[config.mk]
export PLATFORM = sky130hd
export DESIGN_NAME = bit_sched
export DESIGN_NICKNAME = d
export VERILOG_FILES = /design/src/rtl/bit_sched.sv
export SDC_FILE = /design/constraint.sdc
export NUM_CORES = 1
export LEC_CHECK = 0
export CAP_MARGIN = 20
export CORE_MARGIN = 4
export CORE_UTILIZATION = 55
export CTS_CLUSTER_SIZE = 24
export DETAILED_ROUTE_END_ITERATION = 10
export DONT_BUFFER_PORTS = 1
export PLACE_DENSITY = 0.79
export SYNTH_ARGS = -nofsm -noshare
export SYNTH_HDL_FRONTEND = slang
export SYNTH_SLANG_ARGS = --single-unit
[constraint.sdc]
create_clock -name clk -period 4.61 [get_ports clk]
set_clock_uncertainty 0.05 [all_clocks]
set_input_delay 0.922 -clock clk [delete_from_list [all_inputs] [get_ports clk]]
set_output_delay 0.922 -clock clk [all_outputs]
set_load 0.05 [all_outputs]
[src/rtl/bit_sched.sv]
// bit_sched: serialises the set bits of a request word into a
// stream of bit indices, highest index first.
//
// Ports:
//   clk, rst        rising-edge clock, async active-high reset
//   in_valid/ready  request word handshake (in_ready high in IDLE)
//   in_data         request vector, bit i = requester i
//   out_valid/ready index handshake (out_valid high in SCAN)
//   out_idx         highest remaining set bit, WIDTH = none set
//   out_last        current index is the final one for the word
//   abort           synchronous flush of the word in flight
//   busy            high in SCAN
//   pending         remaining set-bit count (BIT_SCHED_PENDING_EN)
//
// Optional feature macro: BIT_SCHED_PENDING_EN
module bit_sched #(
   parameter int WIDTH = 32,
   parameter int IDXW  = 6
) (
   input  logic             clk,
   input  logic             rst,
   input  logic             in_valid,
   output logic             in_ready,
   input  logic [WIDTH-1:0] in_data,
   output logic             out_valid,
   input  logic             out_ready,
   output logic [IDXW-1:0]  out_idx,
   output logic             out_last,
   input  logic             abort,
   output logic             busy
`ifdef BIT_SCHED_PENDING_EN
   ,
   output logic [IDXW-1:0]  pending
`endif
);

   typedef enum logic {
      IDLE = 1'b0,
      SCAN = 1'b1
   } state_t;

   state_t           state_q, state_d;
   logic [WIDTH-1:0] mask_q, mask_d;

   logic [IDXW-1:0]  lead_idx;
   logic             one_or_less;

   // Leading-one encoder: ascending scan so the highest set bit wins.
   // An empty mask yields the "none" code WIDTH.
   always_comb begin
      lead_idx = IDXW'(WIDTH);
      for (int i = 0; i < WIDTH; i++) begin
         if (mask_q[i]) begin
            lead_idx = IDXW'(i);
         end
      end
   end

   // popcount(mask) <= 1 without a full adder tree.
   assign one_or_less = ((mask_q & (mask_q - WIDTH'(1))) == '0);

`ifdef BIT_SCHED_PENDING_EN
   logic [IDXW-1:0] pop_cnt;

   always_comb begin
      pop_cnt = '0;
      for (int i = 0; i < WIDTH; i++) begin
         pop_cnt = pop_cnt + IDXW'(mask_q[i]);
      end
   end

   // mask is held at zero in IDLE, so this is already 0 there.
   assign pending = (state_q == SCAN) ? pop_cnt : '0;
`endif

   // Output decode: everything depends on state and mask only.
   always_comb begin
      in_ready  = 1'b1;
      out_valid = 1'b0;
      out_idx   = '0;
      out_last  = 1'b0;
      busy      = 1'b0;
      unique case (state_q)
         IDLE: begin
            in_ready = 1'b1;
         end
         SCAN: begin
            in_ready  = 1'b0;
            out_valid = 1'b1;
            busy      = 1'b1;
            out_idx   = lead_idx;
            out_last  = one_or_less;
         end
         default: begin
            in_ready = 1'b1;
         end
      endcase
   end

   // Next-state logic.
   always_comb begin
      state_d = state_q;
      mask_d  = mask_q;
      unique case (state_q)
         IDLE: begin
            // abort wins over an offered word
            if (!abort && in_valid) begin
               mask_d  = in_data;
               state_d = SCAN;
            end
         end
         SCAN: begin
            if (abort) begin
               // any same-cycle handshake is discarded
               mask_d  = '0;
               state_d = IDLE;
            end else if (out_ready) begin
               for (int i = 0; i < WIDTH; i++) begin
                  if (IDXW'(i) == lead_idx) begin
                     mask_d[i] = 1'b0;
                  end
               end
               if (one_or_less) begin
                  mask_d  = '0;
                  state_d = IDLE;
               end
            end
         end
         default: begin
            mask_d  = '0;
            state_d = IDLE;
         end
      endcase
   end

   always_ff @(posedge clk or posedge rst) begin
      if (rst) begin
         state_q <= IDLE;
         mask_q  <= '0;
      end else begin
         state_q <= state_d;
         mask_q  <= mask_d;
      end
   end

endmodule
After elaboration in Yosys (flattened, before gate mapping)
Cells that the tools add are included.
W data, S select, Z words.
Cells by class
  bitwise operators: 2
  equal/unequal tests: 65
  multiplexer cells: 78
  reduce and logical (&&, ||, !) cells: 36
  add/sub/neg operators: 1
Operators by type and width (count)
  $mux W6: 33
  $mux W32: 4
  $ne A4 B2 Y1 const B: 32
  $eq A5 B6 Y1 const A: 16
  $reduce_and A3 Y1: 32
  $pmux W32 S2: 1
  $eq A4 B6 Y1 const A: 8
  $mux W1: 38
  $and A32 B32 Y32: 1
  $logic_not A32 Y1: 1
  $sub A32 B1 Y32 const B: 1
  $eq A3 B6 Y1 const A: 4
  $eq A2 B6 Y1 const A: 2
  $eq A1 B6 Y1 const A: 1
  $logic_not A6 Y1: 1
  $pmux W1 S2: 2
  $ne A3 B3 Y1 const B: 1
  $ne A2 B2 Y1 const B: 1
  $logic_and A1 B1 Y1: 1
  $logic_not A1 Y1: 1
  $not A1 Y1: 1
Word-level totals
  flip-flop bits (word level): 33
  output and inout bits: 10

Longest topological paths before layout
Gate-level depths: netlist of run 1.
  depth after elaboration: 38
  depth in mapped cells: 11

Worst setup path before layout of run 1
Ideal clock, no wire load.
  path kind: register to output
  start point: register mask_q[12]
  end point: output out_last
  stages on the path, launching flop included: 11
  arrival: 3235 ps
  buffers on the path: 3
  path slack: 403 ps
  cell sequence: dfrtp_1 clkbuf_1 nor4_2 nand4_4 or3b_2 a211oi_1 a21o_1 or3b_1 buf_6 clkbuf_1 nor2_1
Between the ends
  cells in the longest elaborated chain, start to end: 4
RTL lines
  start: declaration: line 43  | logic [WIDTH-1:0] mask_q, mask_d;
  start signal: assignment: line 142  | mask_q <= mask_d;
  $sub A32 B1 Y32: line 60  | assign one_or_less = ((mask_q & (mask_q - WIDTH'(1))) == '0);
  $and A32 B32 Y32 (*): line 60
  $logic_not A32 Y1 (*): line 60
  $mux W1 (*): line 83  | unique case (state_q)
  end: declaration: line 28  | output logic out_last,
Every way passes the cells marked *; elsewhere a longest branch is shown, timed or not.

Worst setup path in the final report of run 1
  start point: register mask_q[3]
  end point: output out_last
Same word-level chain as after synthesis.

==> results of run 1 <==
[state kept, by name, summed over array words and instances (netlist names)]
signal   count
state_q      1
mask_q      32
[final cells by class]
class / count / share of cell area
clock buffer: 8 / 0.0290
inverter: 16 / 0.0218
multi-input combinational: 257 / 0.582
sequential: 33 / 0.299
tap: 52 / 0.0236
timing repair buffer: 15 / 0.0449
[layer usage]
layer  track usage  vias up  share of wire
met4        0.0907        0          0.029
li1              -     1260              -
met3        0.0679       24           0.13
met2         0.437      201           0.44
met1         0.421     1288           0.40
met5             0        -              0
[cell families after synthesis]
logic type | count (synthesis)
adder cells (fa/ha/maj) | 1
flip-flops | 33
buffers and inverters | 47
AND/OR/NAND/NOR | 145
AO/OA/AOI/OAI | 111
[through the flow]
stage	util	total power [mW]
global placement	0.593	0.856
floorplan	-	0.744
detailed placement	0.596	0.864
finish	0.617	1.09
CTS	0.614	1.08
global route	0.617	1.16
[Yosys cell counts, types with 4 or more instances]
master      n  area (um2)
nor2b_1     5        31.3
a22oi_1    19         143
inv_1      15        56.3
o311ai_1    4        35.0
a21oi_1    14        70.1
clkbuf_1   23        86.3
or3_1       6        37.5
dfrtp_1    33         826
o21ai_0     8        40.0
nor3_1     15        75.1
nand3_1     6        30.0
nor2_1     39         146
o2111ai_1   9        78.8
buf_2       4        20.0
nor4_1      6        37.5
a21o_1      4        30.0
nand2_1    40         150
a31oi_1     5        31.3
o31ai_1     7        52.6
a32o_1      8        80.1
and3_1      5        31.3
nand4_1     5        31.3
[how the worst max path moves through the flow]
stage | startpoint | to | slack [ps] | depth (start not counted)
floorplan | mask_q[12] | out_last | 400 | 10
global placement | mask_q[2] | out_last | 940 | 8
detailed placement | mask_q[3] | out_last | 820 | 8
CTS | mask_q[3] | out_last | 490 | 8
global route | mask_q[3] | out_last | 290 | 8
finish | mask_q[3] | out_last | 470 | 8
[report_power, final]
group          switching, mW  internal (mW)  leakage [nW]
registers              0.126          0.337         0.410
clock network          0.109          0.107        0.0395
logic                  0.257          0.158         0.636
[critical path: stages, from the launching register on]
cell	delay, ps
dfrtp_1	460
nor4_4	570
nand4_4	240
or4_1	570
a22oi_1	200
a21o_1	130
or3b_1	380
nor2_1	120
buf_4	220
==> impl_metrics.yaml, run 1 <==
yosys:
  synthMuxAreaShare: 0
  synth_top_family_by_area: "compound AO/OA/AOI/OAI gates"
  synth_area_per_cell_um2: 7.80
  synth-async-reset-ratio: 1.00
  synth_fa_ha_area_frac: 0.00381
  yosys_warnings: 0
  synth-seq-area-share: 0.314
  synth_fp_nets: 374
  synth.distinct_cells: 56
  yosys.area_share.simple: 0.289
  ys_ff_latch: 33
  synth_compound_area_frac: 0.317
  syn_area_um2: 2630
  synthXorXnorAreaFrac: 0
  yosys_most_used_dff: "dfrtp_1"
  synthCells: 337
  synth-edff-count: 0
routing:
  routedWlPerCell_um: 22.7
  drtPass1Iterations: 6
  via_count: 2773
  route.detailed.drc: 0
  finalWirelength_mm: 8.63
  viasPerCell: 7.28
  drt-initial-drc-count: 440
  ant_nets: 0
timing:
  tightest_slew_ps: 1030
  fin_ws_ps: 466
  rsz0062_at_grt: "no"
  drv_slew: 0
  maxClockFrequency_mhz: 241
  fin_crit_ps: 4140
  holdWs_ps: 561
  hold_viol_final: 0
  setup_violations: 0
  slew_headroom: 0.307
  tns_ps: 0
  period_share: 0.899
cts:
  cts_setup_buffers: 0
  cts_sinks: 33
  insertion_delay_ps: 290
  cts.clk_slew.worst_paths_ps: 70
  htree_levels: 2
  numCtsBuffers: 5
  cts_tree: "done"
  cts_resized: 0
  clockBufferDepth: 2
  cts-root-buf: "clkbuf_8"
  cts_hold_buffers: 0
final_layout:
  finalNonFillerCells: 381
  mostFrequentLayoutCells: "40 x nand2_1, 38 x nor2_1, 33 x dfrtp_1"
  fillCellCount: 414
  multi_input_area_um2: 1610
  final_common_cell: "nand2_1"
  drive_above_1_share: 0.0912
  area_growth_pct: 5.00
  antenna_cells: 0
  register_area_um2: 826
  finalInstanceArea_um2: 2760
  final_nets: 365
worst_setup_path:
  arrival_ps: 3170
  r2r_slack_ps: 960
  r2r-start: "mask_q[3]"
  crit_type: "flip-flop to output port"
  r2r_cells: 9
  crit_fanout: 10
  r2r-end: "mask_q[12]"
  crit_path_end_kind: "output port"
  cp-start-kind: "flip-flop"
  required_ps: 3640
global_route:
  antenna_found_initial: 0
  grt_max_degree: 34
  overflow: 0
  grt_usage: 0.294
  grt_pass1_wl_mm: 13.9
  grt_pass1_vias: 2600
place:
  dp_hpwl_mm: 6.23
  port-buffer-count: 0
  gp_congestion: 1.02
  place_inst: 372
  dp_slack_ps: 819
  placed_area_um2: 2670
floorplanning:
  dieHeight_um: 77.1
  core.rowCount: 24
  start_util: 0.588
  die_area_um2: 5950
  pin_count: 47
  die_w_um: 77.1
  coreArea_um2: 4470
flow_run:
  maxCapViolations: 0
outcome:
  status: "complete, no violations"
worst_hold_path:
  hold_class: "input port to async pin"
power_and_ir_drop:
  p_leak_nw: 1.09
  ir_drop_mv: 0.207
  power_per_cell_area_nw_per_um2: 396
No activity file was read; power rests on OpenSTA's default activity.
==> inputs of run 2 (changes only) <==
==> constraint.sdc (replaced) <==
create_clock -name clk -period 4.6 [get_ports clk]
set_clock_uncertainty 0.05 [all_clocks]
set_input_delay 0.92 -clock clk [delete_from_list [all_inputs] [get_ports clk]]
set_output_delay 0.92 -clock clk [all_outputs]
set_load 0.05 [all_outputs]
==> run 2 against run 1 <==
- cell count decreased by 0.26%
- sequential cell count did not move
- die area unchanged
- worst hold slack lost 4.9 ps
- design area about the same
- setup slack better by 30 ps
- sequential share of layout area is essentially flat
- largest cell class unchanged
- non-clock buffer count unchanged
- core utilization is 0.056 points higher
- first-iteration DRC count down 29%
==> impl_metrics.yaml, run 2 (same netlist as run 1, synthesis figures left out) <==
place:
  dp_slack_ps: 844
  port-buffer-count: 0
  gp_congestion: 1.02
  place_inst: 372
  dp_hpwl_mm: 6.23
  placed_area_um2: 2670
worst_setup_path:
  crit_family: "simple AND/OR/NAND/NOR gates"
  crit_fanout: 10
  required_ps: 3630
  crit_path_cell_trace: "nor4_4 > nand4_4 > or4_1 > a22oi_1 > a21o_1 > or3b_1 > nor2_1 > buf_4"
  cp-start-kind: "flip-flop"
  crit_type: "flip-flop to output port"
  critPathMaxStageDelay_ps: 570
  critPathBufInv: 1
  arrival_ps: 3130
  crit_path_end_kind: "output port"
  slowest_stage: "or4_1"
routing:
  viasPerCell: 7.43
  dr_wl_met2_mm: 3.87
  drt-initial-drc-count: 312
  met1_length_mm: 3.54
  wl_met3_mm: 1.01
  route.detailed.drc: 0
  routedWlPerCell_um: 22.7
  drtPass1Iterations: 6
  ant_nets: 0
  finalWirelength_mm: 8.62
  top_layer: "met4"
  via_count: 2824
global_route:
  overflow: 0
  grt_max_degree: 34
  grt_usage: 0.299
  antenna_found_initial: 0
  grt_pass1_vias: 2636
  grt_pass1_wl_mm: 14.1
floorplanning:
  dieHeight_um: 77.1
  start_util: 0.588
  pin_count: 47
  core.rowCount: 24
  die_area_um2: 5950
  die_w_um: 77.1
  coreArea_um2: 4470
final_layout:
  antenna_cells: 0
  final_common_cell: "nand2_1"
  regMostFlops: "mask_q"
  final_nets: 365
  finalNonFillerCells: 380
  mostFrequentLayoutCells: "40 x nand2_1, 38 x nor2_1, 33 x dfrtp_1"
  fin_util: 0.617
  area_growth_pct: 5.09
  drive_above_1_share: 0.0945
  finalInstanceArea_um2: 2760
  largest_reg_flops: 32
  reg_top3: "mask_q: 32 flops, state_q: 1 flops"
timing:
  drv_slew: 0
  setup_violations: 0
  fin_ws_ps: 496
  tightest_slew_ps: 1090
  slew_headroom: 0.269
  tns_ps: 0
  maxClockFrequency_mhz: 244
  hold_viol_final: 0
  fin_crit_ps: 4100
  rsz0062_at_grt: "no"
  period_share: 0.892
  holdWs_ps: 557
power_and_ir_drop:
  switching_share: 0.445
  p_clk_frac: 0.205
  pwr-share-seq: 0.420
  power_per_cell_area_nw_per_um2: 401
  power_frac_comb: 0.375
  total_power_mw: 1.11
  ir_drop_mv: 0.257
  intPower_mw: 0.614
  p_leak_nw: 1.09
  switchingPower_mw: 0.492
cts:
  cts_resized: 0
  htree_levels: 2
  cts_sinks: 33
  insertion_delay_ps: 290
  numCtsBuffers: 5
  cts.clk_slew.worst_paths_ps: 70
  cts_tree: "done"
  cts_hold_buffers: 0
  clockBufferDepth: 2
  cts-root-buf: "clkbuf_8"
  cts_setup_buffers: 0
outcome:
  status: "complete, no violations"
worst_hold_path:
  hold_class: "input port to async pin"
flow_run:
  maxCapViolations: 0
==> run 2: changes by cell type in the layout (fill, tap and decap cells not counted), sizes merged <==
cell / previous run / this run
clkbuf: 8 / 7
==> run 2: worst register-to-register path, stage by stage, from the launching register on <==
cell	delay, ps
dfrtp_1	460
nor4_4	550
nand4_4	240
or4_1	570
a22oi_1	200
a21o_1	130
or3b_1	380
buf_4	230
a21o_1	380
a32o_1	330
==> run 2: layer usage <==
layer | track usage | up-vias
li1 | - | 1256
met1 | 0.415 | 1344
met4 | 0.101 | 0
met3 | 0.0726 | 22
met2 | 0.453 | 202
met5 | 0 | -
==> run 2: layout make-up <==
| cell class | instances | area [um2] |
|---|---|---|
| fillers | 410 | 1710 |
| multi-input cells | 257 | 1610 |
| flip-flops and latches | 33 | 826 |
| repair buffers | 15 | 120 |
| clock buffers | 7 | 86.3 |
| well taps | 52 | 65.1 |
| inverters | 16 | 60.1 |
==> run 2: power by group through the flow <==
stage                     sequential (mW)  combinational, mW  clock [mW]
after floorplan                     0.383              0.363           0
final                               0.465              0.416       0.226
after global routing                0.474              0.449       0.246
after detailed placement            0.464              0.402           0
after global placement              0.460              0.398           0
after CTS                           0.458              0.404       0.227
==> run 2: worst paths after layout <==
check / start / to / slack (ps) / cells past startpoint
max: mask_q[3] / out_last / 500 / 8
min: rst / mask_q[20] / 560 / 2
max reg2reg: mask_q[3] / mask_q[14] / 980 / 9
min reg2reg: mask_q[0] / mask_q[0] / 570 / 1
max in group asynchronous: rst / mask_q[21] / 3620 / 2
min in group clk: mask_q[0] / mask_q[0] / 570 / 1
